==> src/rtl/router_ingress_ctrl.sv <==
// Ingress controller for the 1x3 router. It decodes the header, steers header,
// payload and parity bytes into the selected FIFO and flags parity or length errors.
module router_ingress_ctrl (
    input  logic       clk,
    input  logic       rst,
    input  logic       pkt_valid,
    input  logic [7:0] data_in,
    input  logic [2:0] fifo_full,
    input  logic [2:0] fifo_empty,
    output logic [7:0] data_out,
    output logic [2:0] wr_enb,
    output logic       lfd_state,
    output logic       busy,
    output logic       err
);

    // state              | meaning
    // ST_IDLE            | waiting for a header byte
    // ST_WAIT_TILL_EMPTY | header held until the destination FIFO drains
    // ST_LOAD_FIRST_DATA | header written to the FIFO, marked by lfd_state
    // ST_LOAD_DATA       | payload/parity pass-through, stalled while full
    // ST_CHECK_PARITY    | one-cycle turnaround after the parity byte
    // ST_DROP            | invalid destination, bytes consumed and discarded
    typedef enum logic [2:0] {
        ST_IDLE            = 3'd0,
        ST_WAIT_TILL_EMPTY = 3'd1,
        ST_LOAD_FIRST_DATA = 3'd2,
        ST_LOAD_DATA       = 3'd3,
        ST_CHECK_PARITY    = 3'd4,
        ST_DROP            = 3'd5
    } state_t;

    state_t     state_q, state_d;
    logic [7:0] hdr_q, hdr_d;
    logic [7:0] par_q, par_d;
    logic [6:0] cnt_q, cnt_d;
    logic       err_q, err_d;

    logic [2:0] dest_oh;
    logic [2:0] new_dest_oh;
    logic       dest_full;
    logic       dest_empty;
    logic       new_dest_empty;

    function automatic logic [2:0] onehot3(input logic [1:0] d);
        case (d)
            2'd0:    return 3'b001;
            2'd1:    return 3'b010;
            2'd2:    return 3'b100;
            default: return 3'b000;
        endcase
    endfunction

    // Destination 3 decodes to no FIFO, so it can never select a flag or a write.
    assign dest_oh        = onehot3(hdr_q[1:0]);
    assign new_dest_oh    = onehot3(data_in[1:0]);
    assign dest_full      = |(fifo_full & dest_oh);
    assign dest_empty     = |(fifo_empty & dest_oh);
    assign new_dest_empty = |(fifo_empty & new_dest_oh);

    always_ff @(posedge clk or posedge rst) begin
        if (rst) begin
            state_q <= ST_IDLE;
            hdr_q   <= 8'h00;
            par_q   <= 8'h00;
            cnt_q   <= 7'd0;
            err_q   <= 1'b0;
        end else begin
            state_q <= state_d;
            hdr_q   <= hdr_d;
            par_q   <= par_d;
            cnt_q   <= cnt_d;
            err_q   <= err_d;
        end
    end

    always_comb begin
        state_d = state_q;
        hdr_d   = hdr_q;
        par_d   = par_q;
        cnt_d   = cnt_q;
        err_d   = err_q;
        case (state_q)
            ST_IDLE: begin
                if (pkt_valid) begin
                    hdr_d = data_in;
                    par_d = data_in;
                    cnt_d = 7'd0;
                    err_d = 1'b0;
                    if (data_in[1:0] == 2'd3)
                        state_d = ST_DROP;
                    else if (new_dest_empty)
                        state_d = ST_LOAD_FIRST_DATA;
                    else
                        state_d = ST_WAIT_TILL_EMPTY;
                end
            end
            ST_WAIT_TILL_EMPTY: begin
                if (dest_empty)
                    state_d = ST_LOAD_FIRST_DATA;
            end
            ST_LOAD_FIRST_DATA: state_d = ST_LOAD_DATA;
            ST_LOAD_DATA: begin
                if (!dest_full) begin
                    if (pkt_valid) begin
                        par_d = par_q ^ data_in;
                        cnt_d = (cnt_q == 7'd127) ? cnt_q : cnt_q + 7'd1;
                    end else begin
                        err_d   = (data_in != par_q) || (cnt_q != {1'b0, hdr_q[7:2]});
                        state_d = ST_CHECK_PARITY;
                    end
                end
            end
            ST_CHECK_PARITY: state_d = ST_IDLE;
            ST_DROP: begin
                if (!pkt_valid) begin
                    err_d   = 1'b1;
                    state_d = ST_IDLE;
                end
            end
            default: state_d = ST_IDLE;
        endcase
    end

    always_comb begin
        data_out  = 8'h00;
        wr_enb    = 3'b000;
        lfd_state = 1'b0;
        busy      = 1'b0;
        case (state_q)
            ST_WAIT_TILL_EMPTY: busy = 1'b1;
            ST_LOAD_FIRST_DATA: begin
                busy      = 1'b1;
                data_out  = hdr_q;
                lfd_state = 1'b1;
                wr_enb    = dest_oh;
            end
            ST_LOAD_DATA: begin
                busy     = dest_full;
                data_out = data_in;
                wr_enb   = dest_full ? 3'b000 : dest_oh;
            end
            ST_CHECK_PARITY: busy = 1'b1;
            default: begin
                data_out  = 8'h00;
                wr_enb    = 3'b000;
                lfd_state = 1'b0;
                busy      = 1'b0;
            end
        endcase
    end

    assign err = err_q;

endmodule

==> config.mk <==
export PLATFORM = sky130hd
export DESIGN_NAME = router_ingress_ctrl
export DESIGN_NICKNAME = d
export VERILOG_FILES = /design/src/rtl/router_ingress_ctrl.sv
export SDC_FILE = /design/constraint.sdc
export NUM_CORES = 1
export LEC_CHECK = 0
export CAP_MARGIN = 20
export CORE_ASPECT_RATIO = 0.9
export CORE_MARGIN = 4
export CORE_UTILIZATION = 53
export DETAILED_ROUTE_END_ITERATION = 10
export PLACE_DENSITY_LB_ADDON = 0.3
export SYNTH_ARGS = -nofsm -noshare
export SYNTH_HDL_FRONTEND = slang
export SYNTH_SLANG_ARGS = --single-unit
==> constraint.sdc <==
create_clock -name clk -period 2.23 [get_ports clk]
set_clock_uncertainty 0.15 [all_clocks]
set_input_delay 0.223 -clock clk [delete_from_list [all_inputs] [get_ports clk]]
set_output_delay 0.223 -clock clk [all_outputs]
set_load 0.01 [all_outputs]
### Yosys cells after proc, flatten, opt, wreduce, memory -nomap -nowiden

Cells that the tools add are included.
W data, S select, Z words.

* add/subtract/negate cells: 1
* eq/ne operators: 20
* multiplexer cells: 29
* bitwise logic cells: 4
* reductions and logical operators: 15

Operators by type and width (number)
* $pmux W8 S2: 2
* $mux W7: 4
* $mux W8: 3
* $mux W3: 7
* $pmux W3 S3: 2
* $pmux W3 S5: 1
* $reduce_and A5 Y1: 3
* $ne A2 B2 Y1 const B: 7
* $pmux W7 S2: 1
* $reduce_or A3 Y1: 4
* $and A3 B3 Y3: 3
* $ne A8 B8 Y1: 1
* $xor A8 B8 Y8: 1
* $add A7 B1 Y7 const B: 1
* $eq A7 B7 Y1 const B: 1
* $ne A7 B6 Y1: 1
* $eq A2 B2 Y1 const B: 3
* $eq A3 B2 Y1 const B: 2
* $eq A3 B3 Y1 const B: 2
* $pmux W3 S2: 1
* $mux W1: 5
* $eq A2 B1 Y1 const B: 2
* $logic_not A2 Y1: 2
* $reduce_and A4 Y1: 1
* 9 further kinds: 9

* bits in registers: 27
* input bits: 17
* output and inout port bits: 14
* word-level logic and storage cells: 74

### Longest topological paths before layout

Gate-level depths: netlist of run 1.

* word-level depth: 8
* gate-level depth with buffers: 7
* gate-level depth less buffers: 6

### Worst setup path before layout of run 1

Ideal clock, no wire load.

* path kind: register -> register
* from: reg cnt_q[0]
* to: reg cnt_q[3]
* library setup time: 92 ps
* arrival time: 1665 ps
* data required time: 1988 ps
* setup slack: 323 ps
* stages on the path, launching flop included: 7
* path buffers: 0
* period minus slack after synthesis: 1907 ps
* path through: dfrtp_1 ha_1 and3_1 a41oi_2 o221ai_2 or2_4 o31ai_2

* cells in the longest elaborated chain, start to end: 5
* elaborated cells between the ends (all ways): 8
* those cells by class: add/sub: 1; eq/ne: 2; mux: 4; reduce/logical: 1

Ends and longest elaborated chain
* start: declaration: RTL line 36 `logic [6:0] cnt_q, cnt_d;`
* start signal: assignment: RTL line 72 `cnt_q <= cnt_d;`
* $add A7 B1 Y7: RTL line 107 `cnt_d = (cnt_q == 7'd127) ? cnt_q : cnt_q + 7'd1;`
* $mux W7: RTL line 107
* $mux W7: RTL line 105 `if (pkt_valid) begin`
* $mux W7: RTL line 104 `if (!dest_full) begin`
* $pmux W7 S2: RTL line 83 `case (state_q)`

Parallel ways exist; a longest one is shown, timed or not. The select of a mux whose other input is x is not followed.
A chain may end at the register's enable or synchronous reset.

### Final worst setup path of run 1

* from: reg hdr_q[1]
* to: reg cnt_q[5]

* cells in the longest elaborated chain, start to end: 6
* elaborated cells between the ends (all ways): 8
* those cells by class: eq/ne: 3; mux: 1; bitwise: 1; reduce/logical: 3

Ends and longest elaborated chain
* start: declaration: RTL line 34 `logic [7:0] hdr_q, hdr_d;`
* start signal: assignment: RTL line 70 `hdr_q <= hdr_d;`
* $eq A2 B2 Y1 (tied with other cells): RTL line 46 `case (d)`
* $pmux W3 S3 *: RTL line 46
* $and A3 B3 Y3 *: RTL line 57 `assign dest_full = |(fifo_full & dest_oh);`
* $reduce_or A3 Y1 *: RTL line 57
* $ne A2 B2 Y1 (no source line) *
* $reduce_and A5 Y1 (no source line) *

Every way passes the cells marked *; elsewhere a longest branch is shown, timed or not.

==> results of run 1 <==
[layer usage]
metal	track usage	vias to the layer above
met2	0.405	58
met5	0	-
met3	0.0429	11
li1	-	823
met1	0.271	843
met4	0.102	0
[cell usage after synthesis, types with 4 or more instances]
| cell | number |
|---|---|
| dfrtp_1 | 27 |
| nand2_1 | 18 |
| nor2_1 | 15 |
| a21oi_1 | 13 |
| o21ai_0 | 12 |
| xor2_1 | 10 |
| a211oi_1 | 9 |
| o22ai_1 | 8 |
| a22o_1 | 7 |
| buf_2 | 7 |
| mux2_2 | 7 |
| clkbuf_1 | 6 |
| mux2i_1 | 5 |
| nand3_1 | 4 |
| nand3b_1 | 4 |
| nor4_1 | 4 |
| xnor2_1 | 4 |
[metrics by stage]
step	std cells	area (µm²)	worst slack [ns]	total power, mW
finish	282	2340	0.115	2.96
global route	282	2340	0.0109	3.20
CTS	280	2290	0.00288	2.89
detailed placement	272	2220	-0.120	2.60
global placement	272	2220	-0.0628	2.52
floorplan	200	1810	0.323	1.92
[sequential cells by signal, summed over array words and instances, names as in the netlist]
signal,cells
cnt_q,7
hdr_q,8
err,1
par_q,8
state_q,3
[layout make-up]
class | count | share of cell area
clock buffer | 3 | 0.0176
sequential | 27 | 0.290
multi-input combinational | 156 | 0.466
inverter | 3 | 0.00481
clock inverter | 1 | 0.00214
tap | 42 | 0.0224
timing repair buffer | 50 | 0.197
[path summary, 6_finish.rpt]
kind	startpoint	end	slack, ns	cells past startpoint
worst max-delay path	hdr_q[1]$_DFFE_PP0P_	cnt_q[5]$_DFFE_PP0P_	0.11	6
worst min-delay path	rst	cnt_q[6]$_DFFE_PP0P_	0.15	3
worst max register to register	hdr_q[1]$_DFFE_PP0P_	cnt_q[5]$_DFFE_PP0P_	0.11	6
worst min register to register	hdr_q[5]$_DFFE_PP0P_	hdr_q[5]$_DFFE_PP0P_	0.43	1
max in group asynchronous	rst	state_q[2]$_DFFE_PP0P_	1.50	3
min in group clk	hdr_q[5]$_DFFE_PP0P_	hdr_q[5]$_DFFE_PP0P_	0.43	1
[worst register-to-register path, delay by kind of cell (launching register included)]
| family | cells | cell delay (ns) |
|---|---|---|
| muxes | 1 | 0.27 |
| AOI/OAI and AO/OA | 2 | 0.55 |
| DFF | 1 | 0.41 |
| and+or+nand+nor | 1 | 0.27 |
| buffers and inverters | 2 | 0.35 |
[layout by cell type, fill, tap and decap left out, types with 4 or more instances in the layout]
cell / Yosys / final
dfrtp_1: 27 / 24
nand2_1: 18 / 18
clkdlybuf4s50_1: 0 / 18
buf_4: 0 / 18
nor2_1: 15 / 13
a21oi_1: 13 / 12
o21ai_0: 12 / 11
xor2_1: 10 / 10
o22ai_1: 8 / 8
a211oi_1: 9 / 8
mux2_2: 7 / 7
a22o_1: 7 / 7
dlygate4sd2_1: 0 / 7
nand3b_1: 4 / 4
nand3_1: 4 / 4
mux2i_1: 5 / 4
nor4_1: 4 / 4
xnor2_1: 4 / 4
[cell families (layout without fill, tap and decap cells)]
group | Yosys count | in the layout
muxes | 12 | 12
xor gates and xnor gates | 14 | 14
and+or+nand+nor | 62 | 62
DFF | 27 | 27
adders and majority gates | 1 | 1
AOI/OAI and AO/OA | 67 | 67
buffers and inverters | 17 | 57
[power groups by stage]
stage          Clock [mW]  Combinational (mW)  Sequential (mW)
6_report            0.283                1.81            0.865
5_1_grt             0.321                1.98            0.895
4_1_cts             0.291                1.73            0.866
3_5_place_dp            0                1.72            0.877
3_3_place_gp            0                1.66            0.858
2_1_floorplan           0                1.11            0.805
[timing repair]
| action | 4_1_cts | 5_1_grt |
|---|---|---|
| hold buffers | 0 | 0 |
| buffers inserted | 4 | 2 |
| resized for setup | 17 | 14 |
| pin swaps | 1 | 2 |
| gates cloned | 0 | 0 |
| setup endpoints to repair | 12 | 6 |
==> metrics.yaml, run 1 <==
routing:
  routed_wl_um: 4730
  wl_met1_um: 1960
  ant_nets: 0
  routed_via_density: 6.15
  wl_met3_um: 260
  drc: 0
  vias: 1735
  first_iter_violations: 119
  wl_met2_um: 2430
  wl_per_cell_um: 16.8
  top_layer: "met4"
  drt_pass1_iterations: 4
die:
  dieArea_um2: 4410
  chipWidth_um: 69.5
  ioPinCount: 31
  initial_core_util: 0.571
  rows: 19
  die_y_um: 63.4
  core_area_um2: 3160
synth:
  synth-adder-area-share: 0.00693
  synth_xor_area_frac: 0.0679
  ys_warn_count: 0
  synthFlopType: "dfrtp_1"
  synth_cells: 200
  synth_top_area_cell: "dfrtp_1"
  yosys.area_share.simple: 0.178
  synth_area_per_cell_um2: 9.03
  synth_fp_nets: 218
  synth.top_cells.by_area: "dfrtp_1 (37%), xor2_1 (4.8%), mux2_2 (4.4%)"
  synth.area.mux_share: 0.0713
  async_flop_share: 1.00
  synth_top_family_by_area: "compound AO/OA/AOI/OAI gates"
  ys_seq_area_frac: 0.374
  synth-seq-cells: 27
  synth_area_um2: 1810
  synth_cell_type_count: 42
  synth_top_cell_area_share: 0.374
  synth_compound_area_frac: 0.258
  synth_edf_count: 0
sta:
  min_period_ns: 2.12
  setup_tns_ns: 0
  rsz0062_at_grt: "false"
  hold_violations: 0
  relSlewSlack: 0.653
  worst_pin_slew_ns: 0.518
  max_freq_mhz: 473
  finalCritPeriodShare: 0.948
  finalSetupViolCount: 0
  drv_slew: 0
  whs_ns: 0.146
power_and_ir_drop:
  p_leak_nw: 1.04
  p_comb_frac: 0.612
  p_per_area_nw_per_um2: 1260
  p_sw_frac: 0.423
  worst_ir_drop_vdd_mv: 0.730
  seqPwrFrac: 0.292
  p_int_mw: 1.71
  pwr-share-clk: 0.096
  p_sw_mw: 1.25
worst_setup_path:
  worstSetupEndpointType: "register"
  cp_max_fo: 11
  crit_top_cell: "buf_4"
  crit_buf_inv: 2
  slowest_stage: "o41ai_1"
  crit_arrival_ns: 2.13
  worstPathCellList: "mux2i_2 > buf_4 > o21a_2 > buf_4 > nand2_1 > o41ai_1"
  crit_required_ns: 2.24
  worstSetupPathType: "register to register"
  cp-start-kind: "register"
  cp_slowest_stage_delay_ns: 0.44
  cp_top_family: "compound AO/OA/AOI/OAI gates"
clock_tree:
  clock_sinks: 27
  clockRootBuffer: "clkbuf_8"
  cts.clk_slew.worst_paths_ns: 0.10
  cts_made_buffers: 3
  htreeDepth: 1
  clk_latency_ns: 0.28
  clockBufferDepth: 2
  tritoncts: "yes"
global_routing:
  grt_pass1_wl_um: 8400
  gr-usage-all-layers: 0.230
  grt_pass1_vias: 1904
  globalRoute.totalOverflow: 0
  antenna_found_initial: 0
  grt_max_degree: 28
finish:
  fillers: 244
  multi_input_area_um2: 1090
  antenna_cells: 0
  register_area_um2: 679
  fin_nets: 259
  area_growth_pct: 29.6
  utilization: 0.741
  drive_above_1_share: 0.208
worst_hold_path:
  hold_class: "primary input to asynchronous set/reset pin"
placement:
  hpwl_um: 3360
  gp_congestion: 0.828
  io_buffer_count: 30
run_status:
  status: "completed"
flow_run:
  maxCapViolCount: 0
(Power assumes the default switching activity.)
==> run 2, diff against run 1 <==
--- a/config.mk
+++ b/config.mk
@@ -10,6 +10,7 @@
 export CORE_MARGIN = 4
 export CORE_UTILIZATION = 53
 export DETAILED_ROUTE_END_ITERATION = 10
+export GPL_TIMING_DRIVEN = 1
 export PLACE_DENSITY_LB_ADDON = 0.3
 export SYNTH_ARGS = -nofsm -noshare
 export SYNTH_HDL_FRONTEND = slang
==> results of run 2 <==
No change in the layout: final DEF, timing and power equal those of run 1.
==> run 3, diff against run 2 <==
--- a/config.mk
+++ b/config.mk
@@ -8,7 +8,7 @@
 export CAP_MARGIN = 20
 export CORE_ASPECT_RATIO = 0.9
 export CORE_MARGIN = 4
-export CORE_UTILIZATION = 53
+export CORE_UTILIZATION = 50
 export DETAILED_ROUTE_END_ITERATION = 10
 export GPL_TIMING_DRIVEN = 1
 export PLACE_DENSITY_LB_ADDON = 0.3
==> run 3 against run 2 <==
Compared with the run above: utilization is 6.2 points lower; sequential share of layout area is 0.12 points higher; total power is 3.0% lower; wire length is 7.7% lower; via count is 3.2% lower; sequential power is 2.8% lower; first-iteration DRC count is 39% lower; final cell count is 1.4% higher; clock-buffer cell count is 1 higher; design area is 0.59% lower; critical path type is now register to output pin.
==> metrics.yaml, run 3 (synthesized netlist as in run 1, its figures left out) <==
run_status:
  status: "completed"
finish:
  top_regs: "hdr_q: 8 flops, par_q: 8 flops, cnt_q: 7 flops"
  register_area_um2: 678
  antenna_cells: 0
  mostFrequentLayoutCells: "dfrtp_1 (25), buf_4 (21), clkdlybuf4s50_1 (19)"
  fin_nets: 261
  area_growth_pct: 28.9
  final_area_um2: 2330
  drive_above_1_share: 0.182
  fillers: 318
  final_common_cell: "dfrtp_1"
  multi_input_area_um2: 1060
routing:
  routed_wl_um: 4370
  vias: 1679
  wl_per_cell_um: 15.3
  ant_nets: 0
  first_iter_violations: 72
  drt_pass1_iterations: 4
  routed_via_density: 5.87
  drc: 0
power_and_ir_drop:
  p_per_area_nw_per_um2: 1230
  p_leak_nw: 1.09
  seqPwrFrac: 0.293
  p_sw_frac: 0.412
  p_int_mw: 1.69
  pwr-share-clk: 0.094
  fin_total_pwr_mw: 2.87
  p_sw_mw: 1.18
  worst_ir_drop_vdd_mv: 0.574
  p_comb_frac: 0.613
clock_tree:
  tritoncts: "yes"
  htreeDepth: 1
  hold_buffers: 0
  cts.clk_slew.worst_paths_ns: 0.08
  cts_made_buffers: 3
  clockBufferDepth: 2
  clock_sinks: 27
  clk_latency_ns: 0.27
  clockRootBuffer: "clkbuf_8"
sta:
  hold_violations: 0
  relSlewSlack: 0.702
  rsz0062_at_grt: "false"
  max_freq_mhz: 471
  worst_pin_slew_ns: 0.445
  drv_slew: 0
  finalSetupViolCount: 0
  min_period_ns: 2.12
  finalCritPeriodShare: 0.952
global_routing:
  grt_pass1_vias: 1625
  grt_pass1_wl_um: 7430
  gr-usage-all-layers: 0.199
  globalRoute.totalOverflow: 0
  antenna_found_initial: 0
  grt_max_degree: 28
flow_run:
  maxCapViolCount: 0
worst_setup_path:
  crit_arrival_ns: 1.75
  worstSetupPathType: "register to output pin"
  worstSetupEndpointType: "output pin"
  cp-start-kind: "register"
  cp_max_fo: 10
  crit_required_ns: 1.86
placement:
  gp_congestion: 0.838
  post_dp_cell_area_um2: 2230
  hpwl_um: 3190
  io_buffer_count: 30
die:
  initial_core_util: 0.527
  dieArea_um2: 4640
  rows: 20
  chipWidth_um: 71.4
  core_area_um2: 3430
  die_y_um: 65.0
  ioPinCount: 31
worst_hold_path:
  hold_class: "primary input to asynchronous set/reset pin"
-- run 3: layout make-up --
cell class | count | share of cell area
well taps | 44 | 0.0236
inverters | 3 | 0.00484
clock buffers | 4 | 0.0193
flip-flops and latches | 27 | 0.291
multi-input cells | 156 | 0.457
repair buffers | 52 | 0.204
-- run 3: worst paths after layout --
check                                            start                     end  slack [ns]  cells past startpoint
worst max-delay path            state_q[0]$_DFFE_PP0P_             data_out[1]        0.11                      4
worst min-delay path                               rst  state_q[0]$_DFFE_PP0P_        0.16                      3
worst max register to register    hdr_q[1]$_DFFE_PP0P_    par_q[2]$_DFFE_PP0P_        0.18                      7
worst min register to register    hdr_q[2]$_DFFE_PP0P_    hdr_q[2]$_DFFE_PP0P_        0.41                      1
max in group asynchronous                          rst  state_q[2]$_DFFE_PP0P_        1.50                      3
min in group clk                  hdr_q[2]$_DFFE_PP0P_    hdr_q[2]$_DFFE_PP0P_        0.41                      1
-- run 3: through the flow --
stage,utilization,hold slack (ns),TNS (ns),std cells,setup slack (ns)
3_3_place_gp,0.650,0.388,-0.0627,278,-0.0562
4_1_cts,0.669,0.163,0,283,0.00118
3_5_place_dp,0.650,0.394,-0.218,278,-0.0881
2_1_floorplan,-,0.126,0,200,0.323
6_report,0.679,0.158,0,286,0.106
5_1_grt,0.679,0.189,0,286,0.00180
-- run 3: layer usage --
layer  up-vias  GRT usage  share of wire
li1        828          -              -
met1       795      0.259           0.46
met2        50      0.343           0.47
met3         6     0.0248          0.059
met4         0     0.0587          0.013
met5         -          0              0
-- run 3: critical path: stages (launching register included) --
cell and delay, ns:
dfrtp_1 0.42, buf_4 0.20, nand3b_1 0.14, o21ai_0 0.17, clkdlybuf4s50_1 0.57
-- run 3: power by group through the flow --
stage	logic (mW)	registers (mW)	clock network (mW)
floorplan	1.11	0.805	0
global placement	1.69	0.853	0
detailed placement	1.71	0.857	0
CTS	1.73	0.862	0.285
global route	1.95	0.864	0.306
finish	1.76	0.841	0.270
-- run 3: repair_timing --
| item | 4_1_cts | 5_1_grt |
|---|---|---|
| cloned | 0 | 0 |
| endpoints found under the setup margin | 12 | 8 |
| gates resized for setup | 13 | 8 |
| buffers inserted | 1 | 3 |
| pin swaps | 1 | 1 |
